`config.mk`:
```
export PLATFORM = sky130hd
export DESIGN_NAME = pipeline_register_elastic
export DESIGN_NICKNAME = d
export VERILOG_FILES = /design/src/rtl/pipe_pkg.sv /design/src/rtl/pipe_slot.sv /design/src/rtl/pipeline_register_elastic.sv
export SDC_FILE = /design/constraint.sdc
export NUM_CORES = 1
export LEC_CHECK = 0
export ABC_CLOCK_PERIOD_IN_PS = 6800
export CAP_MARGIN = 20
export CORE_UTILIZATION = 50
export DETAILED_ROUTE_END_ITERATION = 10
export PLACE_DENSITY = 0.77
export REMOVE_ABC_BUFFERS = 1
export SETUP_SLACK_MARGIN = 0.3
export SYNTH_ARGS = -nofsm -noshare
export SYNTH_HDL_FRONTEND = slang
export SYNTH_SLANG_ARGS = --single-unit
```
`constraint.sdc`:
```
create_clock -name clk -period 6.8 [get_ports clk]
set_input_delay 1.02 -clock clk [delete_from_list [all_inputs] [get_ports clk]]
set_output_delay 1.02 -clock clk [all_outputs]
set_load 0.01 [all_outputs]
```
`src/rtl/pipe_pkg.sv`:
```
// Shared definitions for the elastic pipeline register: state encoding,
// MEM/WB default widths and control bit positions.
package pipe_pkg;

   typedef enum logic [1:0] {
      EMPTY = 2'b00,
      FULL  = 2'b01,
      SKID  = 2'b10
   } state_e;

   localparam int DEF_DATA_W      = 32;
   localparam int DEF_NUM_DATA    = 2;
   localparam int DEF_RD_W        = 5;
   localparam int DEF_CTRL_W      = 2;
   localparam int DEF_STALL_CNT_W = 16;

   localparam int REGWRITE = 0;
   localparam int MEMTOREG = 1;

   // Number of entries held in each state.
   function automatic logic [1:0] occ_of(input state_e s);
      logic [1:0] occ;
      case (s)
         EMPTY:   occ = 2'd0;
         FULL:    occ = 2'd1;
         SKID:    occ = 2'd2;
         default: occ = 2'd0;
      endcase
      return occ;
   endfunction

endpackage

```
`src/rtl/pipe_slot.sv`:
```
// One payload slot (data words, destination register, control bits) with a
// load enable; clears to zero on reset.
module pipe_slot
   import pipe_pkg::*;
#(
   parameter int DATA_W   = DEF_DATA_W,
   parameter int NUM_DATA = DEF_NUM_DATA,
   parameter int RD_W     = DEF_RD_W,
   parameter int CTRL_W   = DEF_CTRL_W
) (
   input  logic                       clk,
   input  logic                       rst,
   input  logic                       load,
   input  logic [NUM_DATA*DATA_W-1:0] in_data,
   input  logic [RD_W-1:0]            in_rd,
   input  logic [CTRL_W-1:0]          in_ctrl,
   output logic [NUM_DATA*DATA_W-1:0] q_data,
   output logic [RD_W-1:0]            q_rd,
   output logic [CTRL_W-1:0]          q_ctrl
);

   logic [NUM_DATA*DATA_W-1:0] data_q, data_d;
   logic [RD_W-1:0]            rd_q, rd_d;
   logic [CTRL_W-1:0]          ctrl_q, ctrl_d;

   // Next payload: capture the input when loaded, otherwise hold.
   always_comb begin
      data_d = data_q;
      rd_d   = rd_q;
      ctrl_d = ctrl_q;
      if (load) begin
         data_d = in_data;
         rd_d   = in_rd;
         ctrl_d = in_ctrl;
      end else begin
         data_d = data_q;
         rd_d   = rd_q;
         ctrl_d = ctrl_q;
      end
   end

   // Payload registers.
   always_ff @(posedge clk or posedge rst) begin
      if (rst) begin
         data_q <= '0;
         rd_q   <= '0;
         ctrl_q <= '0;
      end else begin
         data_q <= data_d;
         rd_q   <= rd_d;
         ctrl_q <= ctrl_d;
      end
   end

   assign q_data = data_q;
   assign q_rd   = rd_q;
   assign q_ctrl = ctrl_q;

endmodule

```
`src/rtl/pipeline_register_elastic.sv`:
```
// Two-entry elastic pipeline register (main + skid slot) with registered
// upstream ready, synchronous flush, occupancy and saturating stall counter.
module pipeline_register_elastic
   import pipe_pkg::*;
#(
   parameter int DATA_W      = DEF_DATA_W,
   parameter int NUM_DATA    = DEF_NUM_DATA,
   parameter int RD_W        = DEF_RD_W,
   parameter int CTRL_W      = DEF_CTRL_W,
   parameter int STALL_CNT_W = DEF_STALL_CNT_W
) (
   input  logic                       clk,
   input  logic                       rst,
   input  logic                       in_valid,
   output logic                       in_ready,
   input  logic [NUM_DATA*DATA_W-1:0] in_data,
   input  logic [RD_W-1:0]            in_rd,
   input  logic [CTRL_W-1:0]          in_ctrl,
   input  logic                       flush,
   output logic                       out_valid,
   input  logic                       out_ready,
   output logic [NUM_DATA*DATA_W-1:0] out_data,
   output logic [RD_W-1:0]            out_rd,
   output logic [CTRL_W-1:0]          out_ctrl,
   output logic [1:0]                 occupancy,
   output logic [STALL_CNT_W-1:0]     stall_count
);

   state_e                     state_q, state_d;
   logic [STALL_CNT_W-1:0]     stall_q, stall_d;
   logic                       accept, drain;
   logic                       load_main, load_skid, main_from_skid;
   logic [NUM_DATA*DATA_W-1:0] main_data, skid_data, main_in_data;
   logic [RD_W-1:0]            main_rd, skid_rd, main_in_rd;
   logic [CTRL_W-1:0]          main_ctrl, skid_ctrl, main_in_ctrl;

   assign out_valid = (state_q != EMPTY);
   assign in_ready  = (state_q != SKID);
   assign occupancy = occ_of(state_q);
   assign accept    = in_valid & in_ready;
   assign drain     = out_valid & out_ready;

   // Next state and slot load strobes; flush overrides everything.
   always_comb begin
      state_d        = state_q;
      load_main      = 1'b0;
      load_skid      = 1'b0;
      main_from_skid = 1'b0;
      if (flush) begin
         state_d = EMPTY;
      end else begin
         case (state_q)
            EMPTY: begin
               if (accept) begin
                  load_main = 1'b1;
                  state_d   = FULL;
               end else begin
                  state_d = EMPTY;
               end
            end
            FULL: begin
               if (accept && drain) begin
                  load_main = 1'b1;
                  state_d   = FULL;
               end else if (accept) begin
                  load_skid = 1'b1;
                  state_d   = SKID;
               end else if (drain) begin
                  state_d = EMPTY;
               end else begin
                  state_d = FULL;
               end
            end
            SKID: begin
               if (drain) begin
                  load_main      = 1'b1;
                  main_from_skid = 1'b1;
                  state_d        = FULL;
               end else begin
                  state_d = SKID;
               end
            end
            default: state_d = EMPTY;
         endcase
      end
   end

   // Main slot refills from skid when draining out of SKID, else from input.
   always_comb begin
      if (main_from_skid) begin
         main_in_data = skid_data;
         main_in_rd   = skid_rd;
         main_in_ctrl = skid_ctrl;
      end else begin
         main_in_data = in_data;
         main_in_rd   = in_rd;
         main_in_ctrl = in_ctrl;
      end
   end

   // Saturating stall counter; only reset clears it.
   always_comb begin
      stall_d = stall_q;
      if (out_valid && !out_ready && !(&stall_q)) begin
         stall_d = stall_q + {{(STALL_CNT_W-1){1'b0}}, 1'b1};
      end else begin
         stall_d = stall_q;
      end
   end

   // State and stall counter registers.
   always_ff @(posedge clk or posedge rst) begin
      if (rst) begin
         state_q <= EMPTY;
         stall_q <= '0;
      end else begin
         state_q <= state_d;
         stall_q <= stall_d;
      end
   end

   pipe_slot #(
      .DATA_W(DATA_W), .NUM_DATA(NUM_DATA), .RD_W(RD_W), .CTRL_W(CTRL_W)
   ) u_main (
      .clk(clk), .rst(rst), .load(load_main),
      .in_data(main_in_data), .in_rd(main_in_rd), .in_ctrl(main_in_ctrl),
      .q_data(main_data), .q_rd(main_rd), .q_ctrl(main_ctrl)
   );

   pipe_slot #(
      .DATA_W(DATA_W), .NUM_DATA(NUM_DATA), .RD_W(RD_W), .CTRL_W(CTRL_W)
   ) u_skid (
      .clk(clk), .rst(rst), .load(load_skid),
      .in_data(in_data), .in_rd(in_rd), .in_ctrl(in_ctrl),
      .q_data(skid_data), .q_rd(skid_rd), .q_ctrl(skid_ctrl)
   );

   // Bubbles must never look like a register write.
   assign out_data    = main_data;
   assign out_rd      = main_rd & {RD_W{out_valid}};
   assign out_ctrl    = main_ctrl & {CTRL_W{out_valid}};
   assign stall_count = stall_q;

endmodule

```
==> results of run 1 <==
## final timing paths
check | from | end | slack, ns
setup reg to reg | state_q[1] | u_main.q_data[21] | 3.54
hold / removal | u_main.q_rd[0] | u_main.q_rd[0] | 0.50
max in group asynchronous | rst | u_skid.q_data[12] | 4.25
setup / recovery | out_ready | u_main.q_data[21] | 3.20
hold reg to reg | u_main.q_rd[0] | u_main.q_rd[0] | 0.50
min in group asynchronous | rst | u_main.q_data[58] | 1.15
## cells by family after synthesis
kind of cell / after synthesis
adder cells (fa/ha/maj): 2
AO/OA/AOI/OAI: 11
buffers and inverters: 26
XOR/XNOR: 11
AND/OR/NAND/NOR: 58
multiplexers: 215
flip-flops: 160
## cell usage in the layout, fill, tap and decap left out, types with 2 or more instances in the layout
cell type,count
mux2_2,202
clkdlybuf4s50_1,166
dfrtp_1,160
clkbuf_16,17
mux2_1,13
nor2_1,10
nor2b_1,9
a21oi_1,8
nand2_1,6
nor3_1,6
nand4_1,6
xnor2_1,6
clkbuf_8,6
nand3_1,5
xor2_1,5
clkbuf_1,4
inv_1,3
buf_4,3
nand2b_1,2
nand4_2,2
nor4_2,2
and3_1,2
ha_1,2
bufinv_16,2
## critical path, cell delays in order
cell and delay, ns:
clkdlybuf4s50_1 0.60, inv_1 0.15, nor3_4 0.65, buf_4 0.75, mux2_2 0.41, mux2_2 0.27
## stage by stage
step / power, W / util, % / hold WS (ns) / cell area (um2) / cells
after CTS: 0.00295 / 68.7 / 0.499 / 9540 / 842
after global placement: 0.00195 / 64.2 / 0.479 / 8910 / 810
after floorplan: 0.00164 / - / 0.471 / 6980 / 461
after global routing: 0.00306 / 68.7 / 0.506 / 9540 / 842
final: 0.00292 / 68.7 / 0.498 / 9540 / 842
after detailed placement: 0.00199 / 64.4 / 0.486 / 8940 / 811
## Yosys cell counts, drive strengths merged
cell	number	area, um2
a21oi	8	40.0
a31oi	1	6.26
and2	1	6.26
and3	2	12.5
and4	1	8.76
buf	22	154
dfrtp	160	4000
ha	2	25.0
inv	4	15.0
mux2	215	2420
nand2	6	22.5
nand2b	3	21.3
nand3	6	30.0
nand4	8	62.6
nor2	10	37.5
nor2b	9	56.3
nor3	7	46.3
nor4	3	31.3
o21bai	2	15.0
or3	1	6.26
or4	1	11.3
xnor2	6	52.6
xor2	5	43.8
## layout make-up
type                       instances  share of cell area (%)
sequential                       160                    42.0
multi-input combinational        297                    31.3
tap                              180                    2.36
inverter                           4                   0.210
clock buffer                      27                    5.48
timing repair buffer             170                    17.9
clock inverter                     4                   0.761
## per-layer routing
metal	vias to the layer above	wire length, um	share of wire [%]	GRT usage, %
met1	2282	5980	41	25.7
met2	139	7220	49	34.3
met4	0	283	1.9	9.41
met5	-	0	0	0
li1	2068	-	-	-
met3	23	1280	8.7	8.32
## flip-flops by register name, indices dropped and copies added (netlist names)
signal,flops
u_skid.q_ctrl,2
stall_count,16
u_skid.q_rd,5
u_main.q_rd,5
state_q,2
u_skid.q_data,64
u_main.q_ctrl,2
u_main.q_data,64
## report_power, final
part	internal, W	switching [W]
Combinational	0.000419	0.000228
Sequential	0.00119	0.000132
Clock	0.000597	0.000353
Total	0.00221	0.000714
==> summary.txt, run 1 <==
Run status
  – Status: finished, final reports clean

STA
  – Slew margin rel.: 41.4%
  – Worst-Margin Slew: 0.878 ns
  – Fin crit period: roughly 3.6 ns
  – Fmax: ~280 MHz
  – Tcrit/Tclk final: 52.9%
  – Final hold violation count: 0
  – Max-slew violations: 0
  – Final setup fails: 0
  – Layout Skew: 0.00499 ns
  – Setup TNS: 0 ns
  – Final worst-path setup slack: 3.20 ns
  – Unrepaired setup endpoints after global routing: no

Logic synthesis
  – Synthesized instance count: between 400 and 500
  – Synth Area in Simple Gates: 4.95%
  – Sequential-to-total area share from yosys stat: a little under three fifths
  – Area share of fa/ha/maj cells after synthesis: 0.351%
  – Number of synthesized register bits: 160
  – Largest family of logic cells by synthesized area: multiplexers
  – Post-synth cell types: 29
  – Post-synthesis compound-gate area fraction: 0.860%
  – Area share of xor/xnor cells in the synthesized design: ~1.4%
  – Avg Inst Size Synth: 14.8 um2
  – YS warnings: 0
  – Mapped Area: 7130 um2
  – Mux cell area share after synthesis: between 30% and 40%

Routing
  – Pre-antenna DRT Iters: 4
  – Drt initial violations: 187
  – Vias: 4512
  – # DRC: 0
  – Detail Route Antenna Nets: 0
  – WL final: 14800 um
  – DR vias/cell: 5.36
  – WL/cell: about 18 um

Setup path
  – Worst-path fanout max: 56
  – Worst reg2reg path depth: 8
  – CP Capture Type: flip-flop
  – Startpoint types: input pin
  – Crit path DAT: ~3.9 ns
  – Crit path kind: input pin to flip-flop
  – Req. time, crit path: 7.10 ns

Global routing
  – First-pass GRT wire length: 24200 um
  – Largest net degree at the start of global routing: 91
  – Vias in the first global route: 4810
  – Total congestion overflow: 0
  – Initial antenna violation count: 0
  – Overall routing resource usage: 21.5%

Cells and area
  – Final-layout fill cell count: between 1000 and 1500
  – Ant. Diodes: 0
  – Fraction of layout cells with a size suffix above 1: 36.7%
  – Area occupied by multi-input gates: 2980 um2
  – Area grow syn2layout: 33.8%
  – FF/Latch Area: 4000 um2
  – Fin nets: between 700 and 800

Pwr
  – Leak: 4.02 nW
  – VDD IR-drop max: 0.180 mV
  – PwrDens: 306 nW/um2

Placement
  – Post-detail-place hpwl: 9950 um
  – GPL Wtd Cong: 0.776
  – DP Worst Slack: about 2.8 ns
  – Port Buffers: roughly 170

Floorplan
  – Die Y: 121 um
  – CORE AREA: around 14000 um2
  – Boundary Pins: 167
  – Die Area: 14700 um2
  – Starting Density: 51.4%
  – Rows: 43
  – Die span in x: 121 um

Clocking
  – Postcts setup bufs: 0
  – Hold_buf cts: 0
  – Clk root buf: clkbuf_16
  – Num Clock Sinks: 160
  – CTS-repair resized insts: 0
  – Cts bufs inserted: 17
  – CTS H-tree depth: 4
  – CTS Buffer Depth: 2
  – CTS tree: done
  – Clock-pin slew on the worst setup and hold paths: 0.06 ns
  – Worst-Skew Late Latency: around 0.42 ns

Worst hold path
  – Min-Delay Path Class: flip-flop to flip-flop
  – Hold depth: 1

Run
  – Max-cap violations: 0
No activity file was read; power rests on OpenSTA's default activity.
==> run 2, diff against run 1 <==
--- a/config.mk
+++ b/config.mk
@@ -5,11 +5,11 @@
 export SDC_FILE = /design/constraint.sdc
 export NUM_CORES = 1
 export LEC_CHECK = 0
-export ABC_CLOCK_PERIOD_IN_PS = 6800
+export ABC_CLOCK_PERIOD_IN_PS = 3300
 export CAP_MARGIN = 20
-export CORE_UTILIZATION = 50
+export CORE_UTILIZATION = 45
 export DETAILED_ROUTE_END_ITERATION = 10
-export PLACE_DENSITY = 0.77
+export PLACE_DENSITY = 0.73
 export REMOVE_ABC_BUFFERS = 1
 export SETUP_SLACK_MARGIN = 0.3
 export SYNTH_ARGS = -nofsm -noshare
==> constraint.sdc (replaced) <==
create_clock -name clk -period 3.3 [get_ports clk]
set_input_delay 0.495 -clock clk [delete_from_list [all_inputs] [get_ports clk]]
set_output_delay 0.495 -clock clk [all_outputs]
set_load 0.01 [all_outputs]
==> summary.txt, run 2 (same netlist as run 1, synthesis figures left out) <==
Run status
  – Status: finished, final reports clean

Routing
  – WL final: 15000 um
  – Detail Route Antenna Nets: 0
  – Pre-antenna DRT Iters: 4
  – # DRC: 0
  – Vias: ~4500
  – DR vias/cell: roughly 5.2
  – WL/cell: 17.2 um
  – Drt initial violations: 156

Floorplan
  – CORE AREA: 15300 um2
  – Boundary Pins: 167
  – Starting Density: 46.6%
  – Die Area: between 15000 and 20000 um2
  – Rows: 45
  – Die span in x: 128 um
  – Die Y: 128 um

Clocking
  – CTS-repair resized insts: 0
  – Worst-Skew Late Latency: 0.41 ns
  – CTS tree: done
  – Cts bufs inserted: 17
  – Clk root buf: clkbuf_16
  – CTS Buffer Depth: 2
  – Hold_buf cts: 0
  – CTS H-tree depth: 4
  – Num Clock Sinks: 160
  – Clock-pin slew on the worst setup and hold paths: 0.06 ns
  – Postcts setup bufs: 0

STA
  – Worst-Margin Slew: just over 0.7 ns
  – Fin crit period: 2.32 ns
  – Max-slew violations: 0
  – Unrepaired setup endpoints after global routing: no
  – Tcrit/Tclk final: between 70% and 80%
  – Final hold violation count: 0
  – Final setup fails: 0
  – Fmax: 430 MHz
  – Slew margin rel.: 52.0%
  – Layout Skew: 0.00731 ns
  – Setup TNS: 0 ns
  – Hold_ws: 0.496 ns
  – Final worst-path setup slack: 0.976 ns

Pwr
  – VDD IR-drop max: 0.343 mV
  – Total power: 0.00586 W
  – PwrDens: 612 nW/um2
  – Leak: 4.02 nW

Cells and area
  – Ant. Diodes: 0
  – Fin nets: 730
  – Most frequent cells in the layout: mux2_2, clkdlybuf4s50_1, dfrtp_1, clkbuf_16, mux2_1
  – Fraction of layout cells with a size suffix above 1: 37.0%
  – Area grow syn2layout: 34.3%
  – Commonest non-fill, non-tap cell in the layout: mux2_2
  – Final std cells w/o fill: ~880

Setup path
  – Startpoint types: flip-flop
  – CP Capture Type: output pin
  – Crit path DAT: 1.83 ns
  – Crit path kind: flip-flop to output pin
  – Req. time, crit path: 2.80 ns
  – Worst-path fanout max: 9

Global routing
  – Largest net degree at the start of global routing: roughly 80
  – Initial antenna violation count: 0
  – Vias in the first global route: 4916
  – First-pass GRT wire length: 24700 um
  – Overall routing resource usage: about 20%
  – Total congestion overflow: 0

Run
  – Max-cap violations: 0

Worst hold path
  – Min-Delay Path Class: flip-flop to flip-flop

Placement
  – Port Buffers: 166
  – Cell total after placement: 844
  – DP Worst Slack: 0.609 ns
  – GPL Wtd Cong: about 0.90
  – Post-detail-place hpwl: between 9000 and 10000 um
-- run 2: cell count changes in the layout (fill, tap and decap cells not counted), sizes merged --
cell / previous run / this run
clkinv: 1 / 7
bufinv: 2 / 1
inv: 4 / 5
buf: 4 / 6
clkbuf: 27 / 21
-- run 2: through the flow --
stage          utilization (%)  instance area, um2
2_1_floorplan                -                6980
3_3_place_gp              59.0                9040
3_5_place_dp              59.0                9040
4_1_cts                   62.5                9580
5_1_grt                   62.5                9580
6_report                  62.5                9580
-- run 2: path summary, 6_finish.rpt --
| path | start | end | slack, ns | cells after the start |
|---|---|---|---|---|
| setup / recovery | state_q[1] | out_rd[3] | 0.98 | 4 |
| hold / removal | u_main.q_rd[1] | u_main.q_rd[1] | 0.50 | 1 |
| setup reg to reg | state_q[0] | u_main.q_data[56] | 1.01 | 8 |
| hold reg to reg | u_main.q_rd[1] | u_main.q_rd[1] | 0.50 | 1 |
| max in group asynchronous | rst | u_skid.q_data[52] | 2.00 | 3 |
| min in group asynchronous | rst | u_main.q_data[1] | 0.58 | 2 |
-- run 2: layout make-up --
class	instances	area [um2]
Clock inverter	10	88.8
Fill cell	1214	5740
Inverter	4	20.0
Timing Repair Buffer	172	1770
Tap cell	211	264
Clock buffer	21	450
Sequential cell	160	4000
Multi-Input combinational cell	297	2980
-- run 2: metal layers --
metal | share of wire [%] | up-vias | GRT usage, %
met5 | 0 | - | 0
met4 | 0.49 | 0 | 5.61
met3 | 6.9 | 5 | 7.10
met2 | 49 | 130 | 31.6
met1 | 44 | 2311 | 24.6
li1 | - | 2069 | -
-- run 2: power breakdown --
group	internal, W	switching (W)	leakage, nW
sequential	0.00245	0.000280	1.95
clock	0.00105	0.000743	0.267
combinational	0.000870	0.000463	1.80
total	0.00437	0.00149	4.02
-- run 2: critical path, cell delays in order, from the launching register on --
cell             delay [ns]
dfrtp_1                0.44
nor2_1                 0.10
buf_4                  0.18
nor2b_1                0.11
clkdlybuf4s50_1        0.58
==> run 3, diff against run 2 <==
--- a/config.mk
+++ b/config.mk
@@ -5,11 +5,11 @@
 export SDC_FILE = /design/constraint.sdc
 export NUM_CORES = 1
 export LEC_CHECK = 0
-export ABC_CLOCK_PERIOD_IN_PS = 3300
+export ABC_CLOCK_PERIOD_IN_PS = 2170
 export CAP_MARGIN = 20
-export CORE_UTILIZATION = 45
+export CORE_UTILIZATION = 50
 export DETAILED_ROUTE_END_ITERATION = 10
-export PLACE_DENSITY = 0.73
+export PLACE_DENSITY = 0.77
 export REMOVE_ABC_BUFFERS = 1
 export SETUP_SLACK_MARGIN = 0.3
 export SYNTH_ARGS = -nofsm -noshare
==> constraint.sdc (replaced) <==
create_clock -name clk -period 2.17 [get_ports clk]
set_input_delay 0.3255 -clock clk [delete_from_list [all_inputs] [get_ports clk]]
set_output_delay 0.3255 -clock clk [all_outputs]
set_load 0.01 [all_outputs]
==> summary.txt, run 3 (same netlist as run 1, synthesis figures left out) <==
Run status
  – Status: finished, final reports clean

STA
  – Tcrit/Tclk final: 95.4%
  – Layout Skew: 0.00624 ns
  – Max-slew violations: 0
  – Worst-Margin Slew: between 0.3 and 0.4 ns
  – Final setup fails: 0
  – Slew margin rel.: roughly three quarters
  – Fin crit period: 2.07 ns
  – Final worst-path setup slack: 0.0998 ns
  – Unrepaired setup endpoints after global routing: yes
  – Fmax: 483 MHz
  – Final hold violation count: 0

Setup path
  – Cell count along the critical path: 8
  – Crit path launch: state_q[0]
  – Startpoint types: flip-flop
  – Worst-path fanout max: 6
  – Crit-path cells: nand2b_4 > buf_6 > nor3_4 > buf_6 > buf_12 > buf_16 > mux2_2 > mux2_2
  – R2R Path End: u_main.q_data[20]
  – Crit-path leading delay family: multiplexers
  – CP max stage cell: dfrtp_1
  – Worst reg2reg path depth: 8
  – CP Capture Type: flip-flop
  – Reg-to-Reg Start: state_q[0]
  – Req. time, crit path: 2.47 ns
  – Buf/Inv on CP: 4
  – R2R setup slack: 0.1 ns
  – Critical path endpoint: u_main.q_data[20]
  – Crit path DAT: 2.37 ns
  – Crit path kind: flip-flop to flip-flop
  – Worst path max stage delay: approximately 0.43 ns

Cells and area
  – Fin nets: ~790
  – Commonest non-fill, non-tap cell in the layout: dfrtp_1
  – Final-layout fill cell count: 790
  – Fraction of layout cells with a size suffix above 1: 44.0%
  – Ant. Diodes: 0
  – Most frequent cells in the layout: dfrtp_1, clkdlybuf4s50_1, mux2_2, mux2_4, buf_4
  – Post-layout util: 78.1%
  – Design Area, Final: 10800 um2
  – Final std cells w/o fill: 902
  – Area grow syn2layout: 52.1%

Global routing
  – Total congestion overflow: 0
  – Initial antenna violation count: 0
  – Overall routing resource usage: 24.5%
  – First-pass GRT wire length: 26900 um
  – Largest net degree at the start of global routing: 45
  – Vias in the first global route: 5101

Placement
  – Cell Area, Placed: 9210 um2
  – Cell total after placement: between 800 and 900
  – GPL Wtd Cong: 0.785
  – Post-detail-place hpwl: 10400 um
  – Port Buffers: 166
  – DP Worst Slack: -0.107 ns

Worst hold path
  – Min-Delay Path Class: input pin to asynchronous set/reset pin

Pwr
  – VDD IR-drop max: 0.490 mV
  – Sw Pwr: 0.00242 W
  – Proportion of power drawn by combinational gates: about a quarter
  – Switching Fraction: 25.2%
  – PwrDens: 885 nW/um2
  – Clock network power share: 30.6%
  – Pint: 0.00718 W
  – Flop pwr share: between 40% and 50%
  – Leak: roughly 4.9 nW

Floorplan
  – Die span in x: between 100 and 150 um
  – Die Y: 121 um
  – Starting Density: between 50% and 60%
  – Die Area: 14700 um2
  – CORE AREA: 13900 um2
  – Rows: 43
  – Boundary Pins: 167

Clocking
  – Worst-Skew Late Latency: 0.42 ns
  – CTS H-tree depth: 4
  – Clock-pin slew on the worst setup and hold paths: 0.06 ns
  – Clk root buf: clkbuf_16
  – CTS tree: done
  – CTS Buffer Depth: 2
  – Num Clock Sinks: 160
  – Cts bufs inserted: 17

Routing
  – Detail Route Antenna Nets: 0
  – Drt initial violations: about 200
  – WL final: 18200 um
  – Pre-antenna DRT Iters: 4
  – # DRC: 0
  – WL/cell: just over 20 um
  – DR vias/cell: 5.42
  – Vias: 4885

Run
  – Max-cap violations: 0
[run 3: cell types whose count changed in the layout (fill, tap and decap cells not counted), moves of 4 or more]
cell and delta:
dlygate4sd2_1 +8, clkbuf_1 +4, mux2_2 -85, mux2_1 -6, buf_6 +9, mux2_4 +91
clkdlybuf4s50_1 -10, buf_16 +13, buf_12 +9, buf_4 +24
[run 3: layer usage]
| metal | vias to the layer above | part of all wire, % | wire length (um) | global-route usage, % |
|---|---|---|---|---|
| li1 | 2196 | - | - | - |
| met1 | 2525 | 42 | 7690 | 30.6 |
| met2 | 141 | 50 | 9090 | 39.8 |
| met3 | 23 | 6.1 | 1120 | 7.24 |
| met4 | 0 | 1.7 | 308 | 9.49 |
| met5 | - | 0 | 0 | 0 |
[run 3: worst min path at each step]
stage | startpoint | end | slack (ns)
6_report | rst | u_skid.q_data[28] | 0.26
3_3_place_gp | u_main.q_rd[2] | u_main.q_rd[2] | 0.48
3_5_place_dp | u_main.q_rd[0] | u_main.q_rd[0] | 0.49
5_1_grt | rst | u_skid.q_data[28] | 0.28
2_1_floorplan | flush | state_q[0] | 0.39
4_1_cts | rst | u_main.q_data[11] | 0.26
[run 3: final cells by class]
cell class                      instances  area, um2  area share (%)
Clock inverter                          6        108           0.993
Timing Repair Buffer                  230       2620            24.2
Sequential cell                       160       4010            37.0
Tap cell                              180        225            2.08
Multi-Input combinational cell        297       3390            31.3
Inverter                                4       20.0           0.185
Clock buffer                           25        465            4.29
[run 3: through the flow]
stage	setup TNS, ns	total power [W]	hold WS [ns]
2_1_floorplan	-684.27	0.00514	0.392
3_3_place_gp	-6.24	0.00615	0.479
3_5_place_dp	-6.24	0.00627	0.485
4_1_cts	0	0.00938	0.264
5_1_grt	0	0.00998	0.281
6_report	0	0.00960	0.263
[run 3: power groups by stage]
stage	clock (W)	sequential, W	combinational [W]
final	0.00294	0.00422	0.00244
after CTS	0.00300	0.00415	0.00223
after global placement	0	0.00413	0.00201
after detailed placement	0	0.00418	0.00209
after floorplan	0	0.00423	0.000913
after global routing	0.00309	0.00430	0.00259
[run 3: what timing repair did]
action / CTS / global route
pin swaps: 0 / 1
setup endpoints to repair: 83 / 83
buffers inserted: 17 / 6
gates cloned: 12 / 0
resized for setup: 58 / 91
hold buffers: 0 / 0
